## src/rtl/taus_pkg.sv

```systemverilog
// Shared constants, seed helpers and FSM state type for the taus88 generator bank.
package taus_pkg;

    localparam int unsigned SEED_W = 96;

    localparam logic [31:0] DEF_S0 = 32'h0000_1234;
    localparam logic [31:0] DEF_S1 = 32'h0000_5678;
    localparam logic [31:0] DEF_S2 = 32'h0009_ABCD;

    // Smallest seed words that keep each taus88 component out of its all-zero trap.
    localparam logic [31:0] MIN_S0 = 32'd2;
    localparam logic [31:0] MIN_S1 = 32'd8;
    localparam logic [31:0] MIN_S2 = 32'd16;

    typedef enum logic [1:0] {
        ST_IDLE   = 2'd0,
        ST_WARMUP = 2'd1,
        ST_RUN    = 2'd2
    } state_t;

    function automatic logic [31:0] seed_floor(input logic [31:0] v, input logic [31:0] m);
        return (v < m) ? m : v;
    endfunction

endpackage

```

## src/rtl/taus88_core.sv

```systemverilog
// One taus88 generator: three state words, seed load, step enable, next-word output.
// With TAUS_SEED_FIX_EN defined, loaded seed words are raised to their minimums.
module taus88_core
    import taus_pkg::*;
#(
    parameter logic [31:0] INIT_OFS = 32'd0
) (
    input  logic              clk,
    input  logic              reset,
    input  logic              load,
    input  logic [SEED_W-1:0] seed,
    input  logic              step,
    output logic [31:0]       word_nxt
);

    logic [31:0] s0, s1, s2;
    logic [31:0] n0, n1, n2;
    logic [31:0] l0, l1, l2;

    assign n0 = ((s0 & 32'hFFFF_FFFE) << 12) ^ (((s0 << 13) ^ s0) >> 19);
    assign n1 = ((s1 & 32'hFFFF_FFF8) << 4)  ^ (((s1 << 2)  ^ s1) >> 25);
    assign n2 = ((s2 & 32'hFFFF_FFF0) << 17) ^ (((s2 << 3)  ^ s2) >> 11);

    // The word is taken from the state the step is about to commit.
    assign word_nxt = n0 ^ n1 ^ n2;

`ifdef TAUS_SEED_FIX_EN
    assign l0 = seed_floor(seed[95:64], MIN_S0);
    assign l1 = seed_floor(seed[63:32], MIN_S1);
    assign l2 = seed_floor(seed[31:0],  MIN_S2);
`else
    assign l0 = seed[95:64];
    assign l1 = seed[63:32];
    assign l2 = seed[31:0];
`endif

    always_ff @(posedge clk or negedge reset) begin
        if (!reset) begin
            s0 <= DEF_S0 + INIT_OFS;
            s1 <= DEF_S1 + INIT_OFS;
            s2 <= DEF_S2 + INIT_OFS;
        end else if (load) begin
            s0 <= l0;
            s1 <= l1;
            s2 <= l2;
        end else if (step) begin
            s0 <= n0;
            s1 <= n1;
            s2 <= n2;
        end
    end

endmodule

```

## src/rtl/taus_urng_bank.sv

```systemverilog
// Bank of N_GEN taus88 generators with warm-up, packed output word and valid/ready output.
// Optional build macro: TAUS_SEED_FIX_EN (clamps degenerate seeds inside taus88_core).
module taus_urng_bank
    import taus_pkg::*;
#(
    parameter int N_GEN  = 2,
    parameter int WARMUP = 8,
    parameter int U0_W   = 48,
    localparam int P_W   = 32 * N_GEN,
    localparam int IDX_W = (N_GEN > 1) ? $clog2(N_GEN) : 1
) (
    input  logic              clk,
    input  logic              reset,
    input  logic              seed_we,
    input  logic [IDX_W-1:0]  seed_idx,
    input  logic [SEED_W-1:0] seed_data,
    input  logic              start,
    input  logic              stop,
    input  logic              out_ready,
    output logic              out_valid,
    output logic [U0_W-1:0]   u0,
    output logic [P_W-U0_W-1:0] u1,
    output logic              busy
);

    localparam logic [7:0] WARMUP_LAST = (WARMUP > 0) ? 8'(WARMUP - 1) : 8'd0;

    state_t         state;
    logic [7:0]     warm_cnt;
    logic [P_W-1:0] packed_nxt;
    logic           step_en;
    logic           seed_ok;

    // Handshake: a word transfers on an edge where out_valid && out_ready; while
    // out_valid && !out_ready the word, out_valid and all generator states hold.
    assign step_en = !stop && ((state == ST_WARMUP) ||
                               (state == ST_RUN && (!out_valid || out_ready)));
    assign seed_ok = seed_we && (state == ST_IDLE);
    assign busy    = (state != ST_IDLE);

    for (genvar k = 0; k < N_GEN; k++) begin : g_gen
        taus88_core #(.INIT_OFS(32'(k))) u_core (
            .clk      (clk),
            .reset    (reset),
            .load     (seed_ok && (int'(seed_idx) == k)),
            .seed     (seed_data),
            .step     (step_en),
            .word_nxt (packed_nxt[P_W-1-32*k -: 32])
        );
    end

    always_ff @(posedge clk or negedge reset) begin
        if (!reset) begin
            state     <= ST_IDLE;
            warm_cnt  <= 8'd0;
            out_valid <= 1'b0;
            u0        <= '0;
            u1        <= '0;
        end else begin
            case (state)
                ST_IDLE: begin
                    if (start) begin
                        warm_cnt <= 8'd0;
                        state    <= (WARMUP == 0) ? ST_RUN : ST_WARMUP;
                    end
                end
                ST_WARMUP: begin
                    if (stop) begin
                        state    <= ST_IDLE;
                        warm_cnt <= 8'd0;
                    end else if (warm_cnt == WARMUP_LAST) begin
                        state    <= ST_RUN;
                        warm_cnt <= 8'd0;
                    end else begin
                        warm_cnt <= warm_cnt + 8'd1;
                    end
                end
                ST_RUN: begin
                    if (stop) begin
                        state     <= ST_IDLE;
                        out_valid <= 1'b0;
                    end else if (!out_valid || out_ready) begin
                        u0        <= packed_nxt[P_W-1 -: U0_W];
                        u1        <= packed_nxt[P_W-U0_W-1:0];
                        out_valid <= 1'b1;
                    end
                end
                default: state <= ST_IDLE;
            endcase
        end
    end

endmodule

```

## config.mk

```make
export PLATFORM = sky130hd
export DESIGN_NAME = taus_urng_bank
export DESIGN_NICKNAME = d
export VERILOG_FILES = /design/src/rtl/taus_pkg.sv /design/src/rtl/taus88_core.sv /design/src/rtl/taus_urng_bank.sv
export SDC_FILE = /design/constraint.sdc
export NUM_CORES = 1
export LEC_CHECK = 0
export ABC_AREA = 1
export BUFFER_PORTS_ARGS = -buffer_cell sky130_fd_sc_hd__clkbuf_2
export CAP_MARGIN = 15
export CELL_PAD_IN_SITES_DETAIL_PLACEMENT = 1
export CELL_PAD_IN_SITES_GLOBAL_PLACEMENT = 2
export CORE_MARGIN = 1
export CORE_UTILIZATION = 39
export CTS_CLUSTER_SIZE = 25
export DETAILED_ROUTE_END_ITERATION = 6
export GPL_ROUTABILITY_DRIVEN = 0
export HOLD_SLACK_MARGIN = 0.12
export PLACE_DENSITY = 0.86
export SLEW_MARGIN = 20
export SYNTH_ARGS = -nofsm -noshare
export SYNTH_HDL_FRONTEND = slang
export SYNTH_HIERARCHICAL = 1
export SYNTH_SLANG_ARGS = --single-unit
```

## constraint.sdc

```tcl
create_clock -name clk -period 3.3 [get_ports clk]
set_input_delay 0 -clock clk [delete_from_list [all_inputs] [get_ports clk]]
set_output_delay 0 -clock clk [all_outputs]
set_load 0.01 [all_outputs]
```

==> load_flow_metrics.sql <==
INSERT INTO impl_metrics (metric_group, metric, value, unit) VALUES
('detailed_routing', 'route.detailed.drc', '0', ''),
('sta', 'fin_skew', '0.0130', 'ns'),
('yosys', 'synth-seq-cells', '251', ''),
('detailed_routing', 'first_iter_violations', '913', ''),
('critical_path', 'startpoint_type', 'flop', ''),
('layout', 'fillers', '4217', ''),
('yosys', 'post_synth_inst_count', '1641', ''),
('detailed_routing', 'detailroute.wirelength.met2', '24300', 'um'),
('critical_path', 'cp_data_required_time', '3.77', 'ns'),
('layout', 'diodes', '0', ''),
('floorplanning', 'chipHeight', '192', 'um'),
('pwr', 'static_power_due_to_leakage', '8.35', 'nW'),
('critical_path', 'r2r-start', 'state[0]', ''),
('yosys', 'synth_area_per_cell', '8.55', 'um2'),
('placed_design', 'placement.setup.worst_slack', '0.955', 'ns'),
('clock_tree', 'cts.path.max_buffers', '3', ''),
('floorplanning', 'pin_count', '169', ''),
('placed_design', 'dpl.hpwl', '39200', 'um'),
('sta', 'fmax', '0.375', 'GHz'),
('clock_tree', 'cts_resized', '0', ''),
('pwr', 'power.density_cell_area', '1010', 'nW/um2'),
('sta', 'timing.final.setup_violations', '0', ''),
('yosys', 'synth_cell_type_count', '35', ''),
('floorplanning', 'coreArea', '35500', 'um2'),
('clock_tree', 'cts_htree_levels', '1', ''),
('detailed_routing', 'ant_nets', '0', ''),
('critical_path', 'rrSetupSlack', '0.64', 'ns'),
('grt', 'antenna_found_initial', '0', ''),
('sta', 'final.min_clock_period', '2.66', 'ns'),
('sta', 'timing.final.max_slew_violations', '0', ''),
('detailed_routing', 'drt-vias-per-instance', '5.38', ''),
('clock_tree', 'clock_latency_late_sink', '0.56', 'ns'),
('detailed_routing', 'top_layer_used', 'met4', ''),
('floorplanning', 'die_w', '192', 'um'),
('pwr', 'vdd.ir_drop.worst', '0.515', 'mV'),
('layout', 'fin_area', '17000', 'um2'),
('detailed_routing', 'vias', '12683', ''),
('sta', 'final.setup.tns', '0', 'ns'),
('grt', 'grt_pass1_vias', '13223', ''),
('clock_tree', 'cts.root.buffer_cell', 'clkbuf_16', ''),
('grt', 'gr_ovfl_total', '0', ''),
('clock_tree', 'number_of_cts_inserted_buffers', '30', ''),
('clock_tree', 'clock-sinks', '251', ''),
('yosys', 'syn-cell-area', '14000', 'um2'),
('placed_design', 'port_buffers', '160', ''),
('critical_path', 'critical_path_sink_type', 'flop', ''),
('layout', 'area_growth_from_synthesis_to_layout', '21.5', '%'),
('detailed_routing', 'routed_wire_length_per_instance', '22.8', 'um'),
('sta', 'final_hold_viol_count', '0', ''),
('worst_hold_path', 'min-delay-path-class', 'input port to async pin', ''),
('yosys', 'synth_nets', '1745', ''),
('grt', 'globalRouteTotalUtil', '0.296', ''),
('floorplanning', 'floorplan.initialDensity', '0.395', ''),
('clock_tree', 'cts.reportedPaths.clkPinSlew', '0.06', 'ns'),
('sta', 'worst_max_slew_pin_slew', '0.924', 'ns'),
('critical_path', 'setup.worst_path.class', 'flop to flop', ''),
('yosys', 'synth.yosys.warnings', '6', ''),
('layout', 'finalNetCount', '1977', ''),
('critical_path', 'worstReg2RegEnd', 'g_gen[0].u_core/s1[14]', ''),
('grt', 'grt_pass1_wl', '80300', 'um'),
('job', 'cap_violations', '0', ''),
('outcome', 'run_status', 'finished, final reports clean', ''),
('critical_path', 'cp_data_arrival_time', '3.14', 'ns'),
('detailed_routing', 'met1_length', '24300', 'um'),
('yosys', 'synth-seq-area-share', '0.452', ''),
('sta', 'fin_ws', '0.636', 'ns'),
('grt', 'grt_max_degree', '129', ''),
('critical_path', 'worst_r2r_path_depth', '7', ''),
('detailed_routing', 'finalWirelength', '53800', 'um'),
('detailed_routing', 'dr_wl_met3', '3360', 'um'),
('floorplanning', 'row_count', '69', ''),
('pwr', 'power.total', '0.0172', 'W'),
('sta', 'fin_crit_sh', '0.807', ''),
('detailed_routing', 'firstDrtPassIters', '5', ''),
('placed_design', 'placed_area', '15100', 'um2'),
('floorplanning', 'die-area', '36700', 'um2'),
('clock_tree', 'cts_tree', 'done', ''),
('layout', 'drive_gt1_frac', '0.217', ''),
('critical_path', 'critical_path.max_fanout', '88', ''),
('sta', 'max_slew_margin', '0.384', ''),
('sta', 'grt_setup_unrepaired', 'no', '');
through the flow:
| stage | cells | utilization | hold slack, ns |
|---|---|---|---|
| 5_1_grt | 2358 | 0.480 | 0.168 |
| 4_1_cts | 2358 | 0.480 | 0.130 |
| 6_report | 2358 | 0.480 | 0.0813 |
| 3_5_place_dp | 2205 | 0.426 | 0.130 |
| 3_3_place_gp | 2205 | 0.426 | 0.124 |
| 2_1_floorplan | 1641 | - | -0.296 |
logic make-up (layout without fill, tap and decap cells):
group / after synthesis / count (layout) / share of synthesized area
compound gates: 323 / 323 / 0.189
xor+xnor: 120 / 120 / 0.0749
flops: 251 / 251 / 0.452
buf+inv: 309 / 565 / 0.100
simple gates: 637 / 637 / 0.184
fa+ha+maj: 1 / 1 / 0.000892
Yosys cell counts:
cell	n	area, um2
a21oi_1	1	5.00
a22oi_1	67	503
a22oi_2	9	113
a31oi_1	1	6.26
buf_2	27	135
buf_4	3	22.5
buf_6	26	293
clkbuf_1	17	63.8
clkbuf_2	2	10.0
dfrtp_1	207	5180
dfstp_2	44	1160
ha_1	1	12.5
inv_1	228	856
inv_2	6	22.5
nand2_1	523	1960
nand2_2	23	144
nand3_1	47	235
nand3_2	1	10.0
nand3b_1	5	37.5
nand4_1	3	18.8
nor2_1	27	101
nor2_2	3	18.8
nor2_4	3	33.8
nor3_1	1	5.00
nor3b_1	1	7.51
o211ai_1	9	67.6
o211ai_2	29	363
o21ai_0	65	325
o21ai_1	32	160
o21ai_2	50	438
o221ai_1	35	307
o221ai_2	24	360
o22ai_1	1	6.26
xnor2_1	68	596
xor2_1	52	455
where the power goes:
| part | internal (W) | switching [W] | leakage [nW] | total, W |
|---|---|---|---|---|
| registers | 0.00429 | 0.00127 | 3.16 | 0.00556 |
| clock network | 0.00200 | 0.00132 | 0.470 | 0.00332 |
| logic | 0.00279 | 0.00552 | 4.72 | 0.00831 |
metal layers:
metal | up-vias | track usage
met5 | - | 0
met4 | 0 | 0.104
met3 | 88 | 0.0386
met2 | 465 | 0.473
met1 | 6375 | 0.410
li1 | 5755 | -
worst max path at each step:
stage	from	to	slack, ns
finish	state[0]	g_gen[0].u_core/s1[14]	0.64
global route	state[0]	g_gen[0].u_core/s1[14]	0.57
CTS	state[0]	g_gen[0].u_core/s1[14]	0.80
detailed placement	state[0]	g_gen[0].u_core/s0[24]	0.95
global placement	state[0]	g_gen[0].u_core/s0[27]	0.99
floorplan	out_valid	g_gen[1].u_core/s2[27]	1.57
layout by cell type, fill, tap and decap left out, types with 4 or more instances in the layout:
cell type,count
o221ai_1,35
nand2_2,23
nor2_1,27
o211ai_2,28
clkbuf_1,17
inv_1,228
a22oi_2,9
o211ai_1,9
dfrtp_1,207
xnor2_1,68
o21ai_2,50
xor2_1,52
buf_12,4
nand2_1,523
clkbuf_2,159
nand3b_1,5
nand3_1,47
dlygate4sd3_1,97
o221ai_2,24
inv_2,6
a22oi_1,67
dfstp_2,44
buf_4,14
o21ai_1,32
clkbuf_8,5
o21ai_0,65
clkbuf_16,31
cell type report:
cell class | instances | area (um2) | share of cell area
Clock buffer | 53 | 908 | 0.0533
Clock inverter | 3 | 65.1 | 0.00382
Inverter | 234 | 878 | 0.0515
Multi-Input combinational cell | 1081 | 6310 | 0.370
Sequential cell | 251 | 6340 | 0.372
Tap cell | 461 | 577 | 0.0338
Timing Repair Buffer | 275 | 1970 | 0.115
flip-flops by register name, summed over array words and instances, names as in the netlist:
| register | count |
|---|---|
| g_gen.u_core/s0 | 62 |
| g_gen.u_core/s1 | 58 |
| g_gen.u_core/s2 | 56 |
| u0 | 48 |
| u1 | 16 |
| warm_cnt | 8 |
| state | 2 |
| out_valid | 1 |
worst max-delay path: stages (launching register included):
cell	delay, ns
dfrtp_1	0.45
inv_2	0.09
nand2_1	0.17
nor3_2	0.53
buf_12	0.41
nand2_1	0.13
dlygate4sd3_1	0.62
o221ai_2	0.08
what timing repair did:
item | in CTS | in global routing
hold buffers | 97 | 0
buffers inserted | 0 | 0
endpoints found under the hold margin | 287 | 0
Note: power is estimated with default switching activity, not from simulation.
